==> src/rtl/uc_pkg.sv <==
// uc_pkg: shared definitions for the microcontroller control unit.
//   - FSM state encoding
//   - instruction class codes (ir[15:12] when ir[15] = 1)
//   - ALU opcode codes (ir[14:12] when ir[15] = 0)
//   - instruction field bit positions and register-file geometry
package uc_pkg;

    typedef enum logic [2:0] {
        ST_IDLE,
        ST_FETCH,
        ST_DECODE,
        ST_EXEC,
        ST_HALT
    } state_t;

    // Non-ALU instruction classes; 1101/1110 decode as NOP
    localparam logic [3:0] CLS_LDI  = 4'b1000;
    localparam logic [3:0] CLS_JMP  = 4'b1001;
    localparam logic [3:0] CLS_JZ   = 4'b1010;
    localparam logic [3:0] CLS_JC   = 4'b1011;
    localparam logic [3:0] CLS_OUT  = 4'b1100;
    localparam logic [3:0] CLS_HALT = 4'b1111;

    localparam logic [2:0] OP_ADD = 3'b000;
    localparam logic [2:0] OP_SUB = 3'b001;
    localparam logic [2:0] OP_AND = 3'b010;
    localparam logic [2:0] OP_OR  = 3'b011;
    localparam logic [2:0] OP_NOT = 3'b100;
    localparam logic [2:0] OP_CMP = 3'b101;
    localparam logic [2:0] OP_SHL = 3'b110;
    localparam logic [2:0] OP_SHR = 3'b111;

    localparam int unsigned IR_ALU_BIT  = 15;
    localparam int unsigned IR_CLASS_HI = 15;
    localparam int unsigned IR_CLASS_LO = 12;
    localparam int unsigned IR_OP_HI    = 14;
    localparam int unsigned IR_OP_LO    = 12;
    localparam int unsigned IR_RD_HI    = 11;
    localparam int unsigned IR_RD_LO    = 10;
    localparam int unsigned IR_RS_HI    = 9;
    localparam int unsigned IR_RS_LO    = 8;
    localparam int unsigned IR_IMM_HI   = 7;
    localparam int unsigned IR_IMM_LO   = 0;

    localparam int unsigned NUM_REGS = 4;
    localparam int unsigned REG_AW   = 2;

    // CMP only sets Z; every other ALU op writes its result to rd
    function automatic logic alu_writes_rd(input logic [2:0] op);
        return op != OP_CMP;
    endfunction

endpackage

==> src/rtl/uc_regfile.sv <==
// uc_regfile: 4 x WIDTH register file.
//   clk, rst_n         : clock, async active-low reset (all registers to 0)
//   raddr_a / rdata_a  : combinational read port A
//   raddr_b / rdata_b  : combinational read port B
//   we, waddr, wdata   : synchronous write port
module uc_regfile
    import uc_pkg::*;
#(
    parameter int unsigned WIDTH = 8
) (
    input  logic              clk,
    input  logic              rst_n,
    input  logic [REG_AW-1:0] raddr_a,
    output logic [WIDTH-1:0]  rdata_a,
    input  logic [REG_AW-1:0] raddr_b,
    output logic [WIDTH-1:0]  rdata_b,
    input  logic              we,
    input  logic [REG_AW-1:0] waddr,
    input  logic [WIDTH-1:0]  wdata
);

    logic [WIDTH-1:0] regs [NUM_REGS];

    always_ff @(posedge clk or negedge rst_n) begin
        if (!rst_n) begin
            for (int unsigned i = 0; i < NUM_REGS; i++) begin
                regs[i] <= '0;
            end
        end else if (we) begin
            regs[waddr] <= wdata;
        end
    end

    assign rdata_a = regs[raddr_a];
    assign rdata_b = regs[raddr_b];

endmodule

==> src/rtl/uc_control_unit.sv <==
// uc_control_unit: fetch/decode/execute controller for the 8-bit microcontroller.
//   clk, rst_n                         : clock, async active-low reset
//   imem_req, imem_addr                : instruction fetch request / address (= PC)
//   imem_rdata, imem_ack               : instruction word and fetch completion
//   alu_a, alu_b, alu_opcode           : registered ALU operands / opcode
//   alu_result, alu_equal, alu_carry   : combinational ALU outputs
//   out_data, out_valid                : OUT instruction port, one-cycle pulse
//   halted                             : high while in HALT
module uc_control_unit
    import uc_pkg::*;
#(
    parameter int unsigned WIDTH        = 8,
    parameter int unsigned OPCODE_WIDTH = 3,
    parameter int unsigned PC_WIDTH     = 8
) (
    input  logic                    clk,
    input  logic                    rst_n,
    output logic                    imem_req,
    output logic [PC_WIDTH-1:0]     imem_addr,
    input  logic [15:0]             imem_rdata,
    input  logic                    imem_ack,
    output logic [WIDTH-1:0]        alu_a,
    output logic [WIDTH-1:0]        alu_b,
    output logic [OPCODE_WIDTH-1:0] alu_opcode,
    input  logic [WIDTH-1:0]        alu_result,
    input  logic                    alu_equal,
    input  logic                    alu_carry,
    output logic [WIDTH-1:0]        out_data,
    output logic                    out_valid,
    output logic                    halted
);

    state_t               state, state_next;
    logic [15:0]          ir;
    logic [PC_WIDTH-1:0]  pc;
    logic                 flag_z, flag_c;

    logic                 is_alu;
    logic [3:0]           ir_class;
    logic [2:0]           ir_op;
    logic [REG_AW-1:0]    rd, rs;
    logic [7:0]           imm;

    logic                 ir_load, alu_load, exec_en;
    logic                 reg_we, z_we, c_we, out_fire, branch_taken;
    logic [WIDTH-1:0]     reg_wdata, rdata_a, rdata_b;
    logic [PC_WIDTH-1:0]  pc_next;

    assign is_alu   = ~ir[IR_ALU_BIT];
    assign ir_class = ir[IR_CLASS_HI:IR_CLASS_LO];
    assign ir_op    = ir[IR_OP_HI:IR_OP_LO];
    assign rd       = ir[IR_RD_HI:IR_RD_LO];
    assign rs       = ir[IR_RS_HI:IR_RS_LO];
    assign imm      = ir[IR_IMM_HI:IR_IMM_LO];

    uc_regfile #(
        .WIDTH(WIDTH)
    ) u_regfile (
        .clk     (clk),
        .rst_n   (rst_n),
        .raddr_a (rd),
        .rdata_a (rdata_a),
        .raddr_b (rs),
        .rdata_b (rdata_b),
        .we      (reg_we),
        .waddr   (rd),
        .wdata   (reg_wdata)
    );

    always_ff @(posedge clk or negedge rst_n) begin
        if (!rst_n) begin
            state <= ST_IDLE;
        end else begin
            state <= state_next;
        end
    end

    always_comb begin
        state_next = state;
        unique case (state)
            ST_IDLE:   state_next = ST_FETCH;
            ST_FETCH:  if (imem_ack) state_next = ST_DECODE;
            ST_DECODE: state_next = ST_EXEC;
            ST_EXEC:   state_next = (!is_alu && ir_class == CLS_HALT) ? ST_HALT : ST_FETCH;
            ST_HALT:   state_next = ST_HALT;
            default:   state_next = ST_IDLE;
        endcase
    end

    always_comb begin
        ir_load      = (state == ST_FETCH) && imem_ack;
        alu_load     = (state == ST_DECODE) && is_alu;
        exec_en      = (state == ST_EXEC);
        halted       = (state == ST_HALT);
        imem_addr    = pc;
        branch_taken = 1'b0;
        reg_we       = 1'b0;
        reg_wdata    = alu_result;
        z_we         = 1'b0;
        c_we         = 1'b0;
        out_fire     = 1'b0;
        if (exec_en) begin
            if (is_alu) begin
                reg_we = alu_writes_rd(ir_op);
                z_we   = (ir_op == OP_CMP);
                c_we   = (ir_op == OP_ADD);
            end else begin
                unique case (ir_class)
                    CLS_LDI: begin
                        reg_we    = 1'b1;
                        reg_wdata = WIDTH'(imm);
                    end
                    CLS_JMP: branch_taken = 1'b1;
                    CLS_JZ:  branch_taken = flag_z;
                    CLS_JC:  branch_taken = flag_c;
                    CLS_OUT: out_fire     = 1'b1;
                    default: ;
                endcase
            end
        end
        pc_next = branch_taken ? PC_WIDTH'(imm) : pc + PC_WIDTH'(1);
    end

    // imem_req is registered off the next state so it is high exactly in FETCH
    always_ff @(posedge clk or negedge rst_n) begin
        if (!rst_n) begin
            imem_req   <= 1'b0;
            ir         <= '0;
            pc         <= '0;
            flag_z     <= 1'b0;
            flag_c     <= 1'b0;
            alu_a      <= '0;
            alu_b      <= '0;
            alu_opcode <= '0;
            out_data   <= '0;
            out_valid  <= 1'b0;
        end else begin
            imem_req  <= (state_next == ST_FETCH);
            out_valid <= 1'b0;
            if (ir_load) begin
                ir <= imem_rdata;
            end
            if (alu_load) begin
                alu_a      <= rdata_a;
                alu_b      <= rdata_b;
                alu_opcode <= OPCODE_WIDTH'(ir_op);
            end
            if (exec_en) begin
                pc <= pc_next;
                if (z_we) flag_z <= alu_equal;
                if (c_we) flag_c <= alu_carry;
                if (out_fire) begin
                    out_valid <= 1'b1;
                    out_data  <= rdata_b;
                end
            end
        end
    end

endmodule

==> config.mk <==
export PLATFORM = sky130hd
export DESIGN_NAME = uc_control_unit
export DESIGN_NICKNAME = d
export VERILOG_FILES = /design/src/rtl/uc_pkg.sv /design/src/rtl/uc_regfile.sv /design/src/rtl/uc_control_unit.sv
export SDC_FILE = /design/constraint.sdc
export NUM_CORES = 1
export LEC_CHECK = 0
export ABC_AREA = 1
export CORE_MARGIN = 5
export CORE_UTILIZATION = 45
export DETAILED_ROUTE_END_ITERATION = 6
export GPL_TIMING_DRIVEN = 1
export PLACE_DENSITY_LB_ADDON = 0.2
export SYNTH_ARGS = -nofsm -noshare
export SYNTH_HDL_FRONTEND = slang
export SYNTH_SLANG_ARGS = --single-unit
==> constraint.sdc <==
create_clock -name clk -period 1.9 [get_ports clk]
set_clock_uncertainty 0.15 [all_clocks]
set_input_delay 0.285 -clock clk [delete_from_list [all_inputs] [get_ports clk]]
set_output_delay 0.285 -clock clk [all_outputs]
set_load 0.01 [all_outputs]
==> impl_metrics.env, run 1 <==
export IMPL_cp_cell_sequence="clkdlybuf4s50_1"
export IMPL_hold_viol_final=0
export IMPL_synth_top_family_by_area="simple AND/OR/NAND/NOR gates"
export IMPL_peakVddDrop_mv=0.2727
export IMPL_crit_path_end="imem_addr[3]"
export IMPL_clk_pin_slew_ns=0.09
export IMPL_nFillCells=879
export IMPL_antenna_found_initial=0
export IMPL_synth_flop_cell="dfrtp_1"
export IMPL_multi_input_area_sq_um=1822
export IMPL_crit_path_end_kind="primary output"
export IMPL_ys_seq_elements=90
export IMPL_fin_nets=668
export IMPL_synth_edf_count=0
export IMPL_synth_xor_area_share_pct=0.2056
export IMPL_finalCritPeriodShare_pct=95.66
export IMPL_synth_avg_cell_area_sq_um=7.772
export IMPL_rr_startpoint="ir[12]$_DFFE_PN0P_"
export IMPL_setup_slack_ns=0.08247
export IMPL_clk_latency_ns=0.36
export IMPL_final_util_pct=58.67
export IMPL_r2r_end="u_regfile.regs[17]$_DFFE_PN0P_"
export IMPL_rsz0062_at_grt="true"
export IMPL_status="finished, final reports clean"
export IMPL_critPathTopFamily="buffers and inverters"
export IMPL_rr_worst_depth=7
export IMPL_syn_inst=548
export IMPL_grt_overflow_total=0
export IMPL_crit_start="imem_addr[3]$_DFFE_PN0N_"
export IMPL_firstDrtPassIters=5
export IMPL_finalWirelength_mm=11.55
export IMPL_crit_buf_inv=1
export IMPL_numPortBuffers=66
export IMPL_synth_compound_gate_area_share_pct=8.343
export IMPL_cts_made_buffers=9
export IMPL_cp_depth=1
export IMPL_chipWidth_microns=107.3
export IMPL_cts_setup_buffers=0
export IMPL_arrival_ns=1.38
export IMPL_vias=3963
export IMPL_dieHeight_microns=107.3
export IMPL_synth_top_cell_area_share_pct=52.88
export IMPL_area_growth_pct=27.29
export IMPL_crit_path_start_kind="flop"
export IMPL_ant_nets=0
export IMPL_place_inst=755
export IMPL_yosys_area_top_type="dfrtp_1"
export IMPL_finalSetupViolCount=0
export IMPL_worstMarginPinSlew_ns=0.6236
export IMPL_synth_cell_area_sq_um=4259
export IMPL_final_seq_area_sq_um=2253
export IMPL_start_util_pct=46.09
export IMPL_cts_htree_levels=3
export IMPL_synth_area_leaders="dfrtp_1 (53%), nand2_1 (23%), nor2_1 (3.4%), nand3_1 (2.9%), inv_1 (2.7%)"
export IMPL_clockBufferDepth=2
export IMPL_place_ws_ns=0.06756
export IMPL_dieArea_sq_um=11510
export IMPL_cts_root_buf="clkbuf_8"
export IMPL_drc=0
export IMPL_hpwl_mm=8.343
export IMPL_async_flop_share_pct=100.0
export IMPL_relSlewSlack_pct=58.38
export IMPL_ys_warn_count=0
export IMPL_hold_path_class="in -> async"
export IMPL_synth_area_mux_share_pct=0.2644
export IMPL_r2r_slack_ns=0.15
export IMPL_power_density_nw_per_um2=599.1
export IMPL_cts_tree="done"
export IMPL_yosysUniqueCellTypes=27
export IMPL_fin_cells=772
export IMPL_synthAdderAreaFrac_pct=0.2938
export IMPL_maxCapViolCount=0
export IMPL_clock_fmax_mhz=550.2
export IMPL_wl_per_cell_microns=14.97
export IMPL_syn_num_nets=578
export IMPL_slew_violations=0
export IMPL_required_ns=1.46
export IMPL_drive_above_1_share_pct=10.73
export IMPL_synth_seq_area_share_pct=52.88
export IMPL_clock_sinks=90
export IMPL_slowest_delay_ns=0.58
export IMPL_io_pins=67
export IMPL_track_usage_pct=21.30
export IMPL_crit_type="reg -> out"
export IMPL_via_per_inst=5.133
export IMPL_hold_ws_ns=0.2581
export IMPL_grt_start_max_net_pins=42
export IMPL_grt_pass1_wl_mm=19.31
export IMPL_grt_pass1_vias=4040
export IMPL_critPathMaxFanout=6
export IMPL_finalCriticalPeriod_ns=1.818
export IMPL_core_sq_um=9240
export IMPL_yosys_area_share_simple_pct=33.20
export IMPL_tns_ns=0
export IMPL_leakagePower_nw=2.648
export IMPL_drt_iter0_drc=230
export IMPL_core_rowCount=35
export IMPL_cpMaxStageDelayCell="clkdlybuf4s50_1"
export IMPL_diodes=0
export IMPL_routabilityCongestion=0.8938
==> state kept, by name, summed over array words and instances, names as in the netlist <==
signal and count:
u_regfile.regs 32, ir 16, alu_a 8, alu_b 8, imem_addr 8, out_data 8, alu_opcode 3, state 3
flag_c 1, flag_z 1, imem_req 1, out_valid 1
==> cell families (layout without fill, tap and decap cells) <==
family          count (synthesis)  after routing
simple gates                  345            345
flops                          90             90
compound gates                 59             59
buf+inv                        51            146
fa+ha+maj                       1              1
xor+xnor                        1              1
mux                             1              1
==> layout by cell type, fill, tap and decap left out <==
| cell | synthesis | final |
|---|---|---|
| nand3_4 | 0 | 1 |
| nand2_1 | 257 | 257 |
| o21ai_4 | 2 | 3 |
| nor2_1 | 39 | 39 |
| dlygate4sd2_1 | 0 | 1 |
| clkinv_1 | 3 | 3 |
| inv_6 | 0 | 1 |
| o21ai_0 | 22 | 22 |
| o21bai_1 | 1 | 1 |
| a21oi_1 | 18 | 18 |
| clkbuf_8 | 0 | 9 |
| inv_2 | 2 | 2 |
| clkinv_2 | 4 | 5 |
| nor2_4 | 1 | 1 |
| xor2_1 | 1 | 1 |
| nand2_4 | 0 | 1 |
| nor3_2 | 1 | 1 |
| clkinv_4 | 0 | 2 |
| nor2_2 | 4 | 4 |
| buf_12 | 0 | 1 |
| nand4_1 | 11 | 11 |
| o22ai_1 | 9 | 9 |
| nand3_1 | 25 | 25 |
| inv_1 | 31 | 31 |
| nand2_2 | 2 | 1 |
| buf_4 | 0 | 23 |
| dfrtp_2 | 0 | 1 |
| clkdlybuf4s50_1 | 0 | 64 |
| clkinvlp_4 | 0 | 3 |
| mux2_2 | 1 | 1 |
| nand3_2 | 5 | 4 |
| dlygate4sd3_1 | 0 | 1 |
| dfrtp_1 | 90 | 89 |
| a31oi_1 | 1 | 1 |
| ha_1 | 1 | 1 |
| o21ai_2 | 6 | 5 |
==> what timing repair did <==
item / in CTS / in global routing
pin swaps: 0 / 0
hold endpoints to repair: 27 / 0
gates resized for setup: 1 / 4
hold buffers: 1 / 0
setup endpoints to repair: 1 / 33
==> through the flow <==
| stage | power [mW] | instance area (sq um) |
|---|---|---|
| 2_1_floorplan | 1.976 | 4259 |
| 3_3_place_gp | 2.089 | 5214 |
| 3_5_place_dp | 2.091 | 5214 |
| 4_1_cts | 3.278 | 5400 |
| 5_1_grt | 3.374 | 5421 |
| 6_report | 3.248 | 5421 |
==> synthesized netlist by cell type, types with 3 or more instances <==
master      n
clkinv_2    4
o21ai_2     6
nand3_1    25
nor2_1     39
nand3_2     5
o21ai_0    22
a21oi_1    18
clkbuf_1    9
dfrtp_1    90
inv_1      31
clkinv_1    3
nor2_2      4
o22ai_1     9
nand2_1   257
nand4_1    11
==> layout make-up <==
cell class | count | area share [%]
Inverter | 40 | 2.862
Clock buffer | 9 | 2.285
Clock inverter | 7 | 0.9924
Sequential cell | 90 | 41.56
Timing Repair Buffer | 90 | 15.72
Tap cell | 129 | 2.977
Multi-Input combinational cell | 407 | 33.60
==> where the power goes <==
group          switching, mW  internal (mW)  total, mW
clock                  0.715          0.481       1.20
sequential          0.000254           1.91       1.91
combinational         0.0693         0.0673      0.137
total                  0.785           2.46       3.25
==> routing by layer <==
layer / up-vias / track usage (%) / share of wire (%)
met3: 12 / 4.739 / 7.6
li1: 1914 / - / -
met1: 1880 / 28.41 / 44
met4: 0 / 7.397 / 1.5
met2: 157 / 34.32 / 47
met5: - / 0 / 0
==> how the worst min path moves through the flow <==
stage,startpoint,end,slack [ns],depth (start not counted)
3_3_place_gp,rst_n,ir[3]$_DFFE_PN0P_,0.1,1
2_1_floorplan,rst_n,alu_a[0]$_DFFE_PN0P_,-0.16,0
3_5_place_dp,rst_n,u_regfile.regs[10]$_DFFE_PN0P_,0.11,1
6_report,rst_n,ir[3]$_DFFE_PN0P_,0.26,2
4_1_cts,rst_n,alu_b[5]$_DFFE_PN0P_,0.25,2
5_1_grt,rst_n,u_regfile.regs[10]$_DFFE_PN0P_,0.29,2
Power figures use the tool's default switching activity.
==> inputs of run 2 (changes only) <==
Settings changed: CAP_MARGIN set to 30, DONT_BUFFER_PORTS set to 1.
==> run 2 against run 1 <==
Die area stayed put. Power is 1.4% higher. The run now ends with hold timing left. Critical path depth is 6 higher. Critical path type is now reg -> reg. Clock power is 9% higher. Sequential power hardly changed. Routed wire length is 8.0% lower. Flip-flop and latch count stayed put. Combinational power is 52% lower. First-iteration DRC count is 73% higher. Cell count is 7.8% lower. Largest power group unchanged. Core utilization is 6.2 points lower.
==> impl_metrics.env, run 2 (synthesis gave the netlist of run 1 again) <==
export IMPL_slew_violations=0
export IMPL_clock_fmax_mhz=533.3
export IMPL_drive_above_1_share_pct=9.777
export IMPL_violations="hold timing"
export IMPL_finalCriticalPeriod_ns=1.875
export IMPL_rsz0062_at_grt="true"
export IMPL_crit_type="reg -> reg"
export IMPL_power_density_nw_per_um2=679.0
export IMPL_top_regs="u_regfile.regs x32, ir x16"
export IMPL_mostFrequentLayoutCells="nand2_1 (257), dfrtp_1 (90), nor2_1 (37)"
export IMPL_vias=3672
export IMPL_cts_root_buf="clkbuf_8"
export IMPL_p_clk_share_pct=39.8
export IMPL_clockBufferDepth=2
export IMPL_io_pins=67
export IMPL_dieHeight_microns=107.3
export IMPL_arrival_ns=2.04
export IMPL_crit_path_end_kind="flop"
export IMPL_ant_nets=0
export IMPL_layout_commonest_cell="nand2_1"
export IMPL_grt_start_max_net_pins=91
export IMPL_fin_nets=608
export IMPL_hpwl_mm=7.410
export IMPL_routabilityCongestion=0.8745
export IMPL_p_seq_share_pct=58.2
export IMPL_p_int_mw=2.470
export IMPL_switching_share_pct=24.97
export IMPL_place_ws_ns=0.07846
export IMPL_largest_reg_flops=32
export IMPL_cp_cell_sequence="nor2_2, inv_1, o21ai_2, nand3_2, clkinv_2, nand2_1, nand2_1"
export IMPL_grt_pass1_wl_mm=17.91
export IMPL_crit_top_cell="nand2_1"
export IMPL_hold_ws_ns=-0.5510
export IMPL_critPathMaxFanout=9
export IMPL_area_growth_pct=13.84
export IMPL_crit_path_start_kind="flop"
export IMPL_numPortBuffers=0
export IMPL_switchingPower_mw=0.8220
export IMPL_track_usage_pct=19.58
export IMPL_hold_path_class="in -> async"
export IMPL_top_register="u_regfile.regs"
export IMPL_drc=0
export IMPL_start_util_pct=46.09
export IMPL_status="finished, violations left"
export IMPL_clk_latency_ns=0.37
export IMPL_relSlewSlack_pct=57.33
export IMPL_worstMarginPinSlew_ns=0.6393
export IMPL_fin_cells=712
export IMPL_maxCapViolCount=0
export IMPL_slowest_delay_ns=0.45
export IMPL_clk_pin_slew_ns=0.10
export IMPL_wl_per_cell_microns=14.93
export IMPL_via_per_inst=5.157
export IMPL_cts_tree="done"
export IMPL_antenna_found_initial=0
export IMPL_dpl_instance_area_sq_um=4453
export IMPL_diodes=0
export IMPL_final_util_pct=52.47
export IMPL_finalSetupViolCount=0
export IMPL_drt_iter0_drc=398
export IMPL_place_inst=677
export IMPL_nFillCells=865
export IMPL_finalWirelength_mm=10.63
export IMPL_leakagePower_nw=2.445
export IMPL_dieArea_sq_um=11510
export IMPL_peakVddDrop_mv=0.4127
export IMPL_chipWidth_microns=107.3
export IMPL_core_rowCount=35
export IMPL_cts_htree_levels=3
export IMPL_combPwrFrac_pct=2.0
export IMPL_hold_viol_final=90
export IMPL_grt_overflow_total=0
export IMPL_finalCritPeriodShare_pct=98.70
export IMPL_cpMaxStageDelayCell="dfrtp_1"
export IMPL_design_area_sq_um=4848
export IMPL_grt_pass1_vias=3625
export IMPL_setup_slack_ns=0.02474
export IMPL_postCtsHoldBufs=19
export IMPL_required_ns=2.06
export IMPL_cts_made_buffers=9
export IMPL_firstDrtPassIters=5
export IMPL_clock_sinks=90
export IMPL_core_sq_um=9240
run 2: worst paths after layout:
check	end	from	depth (start not counted)	slack, ns
worst max-delay path	u_regfile.regs[29]$_DFFE_PN0P_	ir[12]$_DFFE_PN0P_	7	0.02
worst min-delay path	imem_addr[3]$_DFFE_PN0N_	rst_n	0	-0.55
worst max register to register	u_regfile.regs[29]$_DFFE_PN0P_	ir[12]$_DFFE_PN0P_	7	0.02
worst min register to register	u_regfile.regs[15]$_DFFE_PN0P_	u_regfile.regs[15]$_DFFE_PN0P_	2	0.37
max in group asynchronous	u_regfile.regs[23]$_DFFE_PN0P_	rst_n	0	2.03
min in group clk	u_regfile.regs[25]$_DFFE_PN0P_	alu_result[1]	4	0.04
run 2: area by class of cell:
class                   count  area, sq um  share of cell area (%)
clock buffers               9        123.9                   2.555
flip-flops and latches     90         2252                   46.45
well taps                 129        161.4                   3.329
multi-input cells         407         1812                   37.37
inverters                  40        155.1                   3.200
clock inverters             7        71.32                   1.471
repair buffers             30        272.8                   5.626
run 2: repair_timing:
action	CTS	global route
setup buffers	0	0
endpoints found under the hold margin	109	90
resized for setup	0	3
setup endpoints to repair	0	30
run 2: worst max-delay path: cells and delay by family, from the launching register on:
kind	cells	cell delay, ns
flip-flops	1	0.45
buffers and inverters	2	0.33
AO/OA/AOI/OAI	1	0.28
AND/OR/NAND/NOR	4	0.61
run 2: power by group through the flow:
stage	clock network (mW)	registers [mW]	logic (mW)
global placement	0	1.95	0.0330
finish	1.31	1.92	0.0660
CTS	1.33	1.92	0.0659
detailed placement	0	1.95	0.0333
global route	1.42	1.92	0.0718
floorplan	0	1.95	0.0220
run 2: through the flow:
stage	total power [mW]	TNS, ns
floorplan	1.976	0
global placement	1.986	0
detailed placement	1.987	0
CTS	3.315	0
global route	3.410	-0.7688
finish	3.292	0
run 2: layer usage:
layer  global-route usage (%)  wire [microns]
met1                    27.77            5001
met2                    29.36            4627
met3                    4.559             823
met4                    6.941             181
met5                        0               0
==> RTL change 1, RTL diff (config.mk and constraints of run 1) <==
The 5 states of `state_t` get a one-hot encoding in 5 bits.
--- a/src/rtl/uc_pkg.sv
+++ b/src/rtl/uc_pkg.sv
@@ -5,12 +5,12 @@
 //   - instruction field bit positions and register-file geometry
 package uc_pkg;
 
-    typedef enum logic [2:0] {
-        ST_IDLE,
-        ST_FETCH,
-        ST_DECODE,
-        ST_EXEC,
-        ST_HALT
+    typedef enum logic [4:0] {
+        ST_IDLE   = 5'b00001,
+        ST_FETCH  = 5'b00010,
+        ST_DECODE = 5'b00100,
+        ST_EXEC   = 5'b01000,
+        ST_HALT   = 5'b10000
     } state_t;
 
     // Non-ALU instruction classes; 1101/1110 decode as NOP
Formal check against the unedited RTL: no difference found for any inputs over 4 cycles, from zero or initial values and one cycle with rst_n low; so few cycles prove little.
==> RTL change 1 against run 1 <==
Critical path type unchanged. Die area up 6.0%. Highest routed layer unchanged. Non-clock buffer count fell by 6. Design area grew 3.6%. Critical endpoint is now imem_addr[2]. Sequential cell count rose by 2. Worst setup slack hardly changed. Synthesized cell count is 7.7% higher. Routed wire length up 0.47%. Synthesized area up 6.6%.
Power is not compared: it rests on default switching activity, and its combinational part moved more than twofold at a synthesized area within 25%.
==> RTL change 1: results (changes against run 1) <==
----------------------------------------------------
[Yosys]
  Post-synthesis cell count ... 590 (was 548)
  Area share of fa/ha/maj cells after synthesis ... 0.276% (was 0.294%)
  Area share of xor/xnor cells in the synthesized design ... 0.386% (was 0.206%)
  Multiplexer share of the synthesized area ... 0% (was 0.264%)
  Share of the synthesized area in compound gates (AO/OA/AOI/OAI) ... 5.07% (was 8.34%)
  Post-synthesis sequential area ratio ... 50.7% (was 52.9%)
  Top cell types by occurrence after synthesis ... sky130_fd_sc_hd__nand2_1 (328), sky130_fd_sc_hd__dfrtp_1 (91), sky130_fd_sc_hd__nand3_1 (30) (was sky130_fd_sc_hd__nand2_1 (257), sky130_fd_sc_hd__dfrtp_1 (90), sky130_fd_sc_hd__nor2_1 (39))
  Number of distinct library cells after synthesis ... 33 (was 27)

[Route]
  DRC marker count from the first detailed-route iteration ... 299 (was 230)
  Met1 Routed Length ... 5410 um (was 5070 um)
  Length of routed met3 wiring ... 708 um (was 876 um)
  Drt wl/cell ... 14.3 um (was 15.0 um)
  Met2 Wirelength ... 5300 um (was 5430 um)
  Via/cell ratio ... 4.98 (was 5.13)

[Cells and area]
  # nets final ... 701 (was 668)

[Global routing]
  Met3 track utilization from global routing ... 4.32% (was 4.74%)
  Via count of the first global-routing pass ... 3916 (was 4040)
  Global Route met1 Usage ... 26.8% (was 28.4%)
  Largest net degree at the start of global routing ... 41 (was 42)
  Global-route wire length before repair ... 19600 um (was 19300 um)
  Fraction of met2 tracks used by global routing ... 31.3% (was 34.3%)

[Placed design]
  Place WS ... 131 ps (was 67.6 ps)
  Final weighted congestion in routability-driven placement ... 0.855 (was 0.894)
  HPWL after detailed placement ... 8520 um (was 8340 um)

[Run status]
  Outcome ... finished clean (unchanged)

[STA]
  Slew HR ... 64.1% (was 58.4%)

----------------------------------------------------
## RTL change 1: area by class of cell
class                      count  area (um^2)
tap                          133          166
timing repair buffer          84          803
fill                         952         4200
inverter                      34          133
sequential                    92         2300
multi-input combinational    450         2020
clock inverter                 7         66.3
clock buffer                   9          124
## RTL change 1: worst paths after layout
path | startpoint | end | slack, ps | cells past startpoint
worst max-delay path | imem_addr[2] | imem_addr[2] | 80 | 1
worst min-delay path | rst_n | imem_addr[3] | 200 | 2
worst max register to register | ir[15] | u_regfile.regs[18] | 140 | 6
worst min register to register | out_data[3] | out_data[3] | 340 | 2
max in group asynchronous | rst_n | imem_addr[5] | 800 | 3
min in group clk | imem_rdata[6] | ir[6] | 320 | 3
## RTL change 1: timing repair
action                     in CTS  in global routing
setup endpoints to repair       1                  2
gates resized for setup         2                  3
hold endpoints to repair       65                  0
hold buffers                    1                  0
pin swaps                       0                  0
==> RTL change 2, RTL diff (flow settings as in run 1) <==
Without the edit above. Change the package constant `NUM_REGS` from 4 to 8.
--- a/src/rtl/uc_pkg.sv
+++ b/src/rtl/uc_pkg.sv
@@ -42,7 +42,7 @@
     localparam int unsigned IR_IMM_HI   = 7;
     localparam int unsigned IR_IMM_LO   = 0;
 
-    localparam int unsigned NUM_REGS = 4;
+    localparam int unsigned NUM_REGS = 8;
     localparam int unsigned REG_AW   = 2;
 
     // CMP only sets Z; every other ALU op writes its result to rd
Function: same outputs for any inputs over 4 cycles, from zero or initial values and one cycle with rst_n low; that may be too few to reach the edited logic, so the function may still have changed.
==> RTL change 2 against run 1 <==
Routed wire length shrank 4.7%. Non-clock buffer count shrank 9. Largest cell class unchanged. Synthesized area up 1.6%. Fmax down 0.26%. Combinational power rose by 4%. Count of clock-buffer cells in the layout is 1 higher. Register-to-register slack improved by 20 ps. Worst setup slack got worse by 4.8 ps. Power increased by 9.9%. Sequential cell count did not move. Synthesized cell count unchanged. Design area up 0.72%. Core utilization is 0.14 points lower.
==> RTL change 2: results (changes against run 1) <==
----------------------------------------------------
[Run status]
  Outcome ... finished clean (unchanged)

[Yosys]
  Commonest register cell after synthesis ... sky130_fd_sc_hd__dfrtp_1 (unchanged)
  Top cell types by occurrence after synthesis ... sky130_fd_sc_hd__nand2_1 (255), sky130_fd_sc_hd__dfrtp_1 (90), sky130_fd_sc_hd__nor2_1 (40) (was sky130_fd_sc_hd__nand2_1 (257), sky130_fd_sc_hd__dfrtp_1 (90), sky130_fd_sc_hd__nor2_1 (39))
  Most common cell in the synthesized netlist ... sky130_fd_sc_hd__nand2_1 (unchanged)
  Post-synthesis cell count ... 548 (unchanged)
  Number of distinct library cells after synthesis ... 32 (was 27)
  Ys async rst share ... 100% (unchanged)
  Post-synthesis sequential area ratio ... 52.1% (was 52.9%)
  Largest cells by area after synthesis ... sky130_fd_sc_hd__dfrtp_1 (52%), sky130_fd_sc_hd__nand2_1 (22%), sky130_fd_sc_hd__nor2_1 (3.5%) (was sky130_fd_sc_hd__dfrtp_1 (53%), sky130_fd_sc_hd__nand2_1 (23%), sky130_fd_sc_hd__nor2_1 (3.4%))
  Yosys warning count ... 0 (unchanged)

[Global routing]
  Tot GR Track Use ... 20.4% (was 21.3%)
  Antenna violations before repair ... 0 (unchanged)
  Global-route wire length before repair ... 18900 um (was 19300 um)
  Largest net degree at the start of global routing ... 32 (was 42)
  Via count of the first global-routing pass ... 3720 (was 4040)

[Route]
  Drt wl/cell ... 14.4 um (was 15.0 um)
  Number of detailed-routing iterations run before antenna repair ... 5 (unchanged)
  Via/cell ratio ... 5.07 (was 5.13)
  Vias after detailed routing ... 3864 (was 3963)
  DRC marker count from the first detailed-route iteration ... 274 (was 230)
  DRC violation count after routing ... 0 (unchanged)

[Placed design]
  Number of placed instances with taps included ... 745 (was 755)
  Final weighted congestion in routability-driven placement ... 0.849 (was 0.894)
  HPWL after detailed placement ... 8070 um (was 8340 um)

[Cells and area]
  Registers with the most flip-flops ... u_regfile.regs: 32 flops, ir: 16 flops (unchanged)
  Layout cells sized above 1 ... 10.4% (was 10.7%)
  # nets final ... 658 (was 668)
  Count of filler cells inserted in the layout ... 862 (was 879)

[STA]
  Max-slew violation total from the final report ... 0 (unchanged)
  Slew at the pin with the worst max-slew slack ... 701 ps (was 624 ps)

[Clock tree]
  Cell at the root of the clock tree ... sky130_fd_sc_hd__clkbuf_8 (unchanged)
  H-tree depth ... 3 (unchanged)
  Clock insertion delay at the later pin of the skew report ... 360 ps (about the same)

[Pwr]
  Leak ... 2.62 nW (was 2.65 nW)
  Worst IR drop on VDD ... 383 uV (was 273 uV)

[Setup path]
  Worst EP arrival ... 1390 ps
  Cell family with the largest share of critical-path delay ... buffers and inverters (unchanged)

----------------------------------------------------
## RTL change 2: cell count changes after synthesis, moves of 3 or more
cell,before,now
sky130_fd_sc_hd__nand3_4,0,4
sky130_fd_sc_hd__nand3_2,5,1
sky130_fd_sc_hd__clkinv_2,4,0
sky130_fd_sc_hd__inv_2,2,7
sky130_fd_sc_hd__inv_1,31,25
sky130_fd_sc_hd__clkinv_4,0,4
sky130_fd_sc_hd__o21ai_1,0,3
## RTL change 2: timing repair
action | in CTS | in global routing
buffers inserted | 0 | 0
endpoints found under the setup margin | 1 | 0
hold buffers | 1 | 0
gates resized for setup | 1 | 0
hold endpoints to repair | 26 | 0
## RTL change 2: final cells by class
cell class / instances / area (um^2) / share of cell area [%]
clock buffer: 10 / 138 / 2.52
clock inverter: 6 / 95.1 / 1.74
inverter: 38 / 163 / 2.98
multi-input combinational: 408 / 1850 / 34.0
sequential: 90 / 2250 / 41.2
tap: 129 / 161 / 2.96
timing repair buffer: 81 / 797 / 14.6
## RTL change 2: cell families after synthesis
| group | synth area share, % |
|---|---|
| buffers and inverters | 5.06 |
| DFF | 52.1 |
| adders and majority gates | 0.289 |
| AOI/OAI and AO/OA | 7.87 |
| xor gates and xnor gates | 0.203 |
| and+or+nand+nor | 34.2 |
| muxes | 0.260 |
## RTL change 2: worst paths after layout
path	start	end	slack, ps	cells past startpoint
max	imem_addr[3]	imem_addr[3]	80	1
min	rst_n	ir[8]	280	2
max reg2reg	ir[10]	u_regfile.regs[53]	170	6
min reg2reg	alu_b[0]	alu_b[0]	330	2
max in group asynchronous	rst_n	u_regfile.regs[47]	770	3
min in group clk	alu_b[0]	alu_b[0]	330	2
## RTL change 2: where the power goes
part	switching, mW	total (mW)	internal, mW
combinational	0.0713	0.142	0.0705
clock	0.719	1.51	0.794
sequential	0.000927	1.92	1.92
total	0.791	3.57	2.78
## RTL change 2: stage by stage
step	setup WS, ps	cell area (um^2)
floorplan	394	4330
global placement	219	5220
detailed placement	185	5220
CTS	52.0	5460
global route	21.8	5460
finish	77.7	5460
## RTL change 2: per-layer routing
| metal | vias up | global-route usage, % | part of all wire [%] |
|---|---|---|---|
| met5 | - | 0 | 0 |
| met4 | 0 | 5.50 | 1.3 |
| met3 | 14 | 3.22 | 5.4 |
| met2 | 113 | 31.1 | 46 |
| met1 | 1833 | 30.3 | 47 |
| li1 | 1904 | - | - |
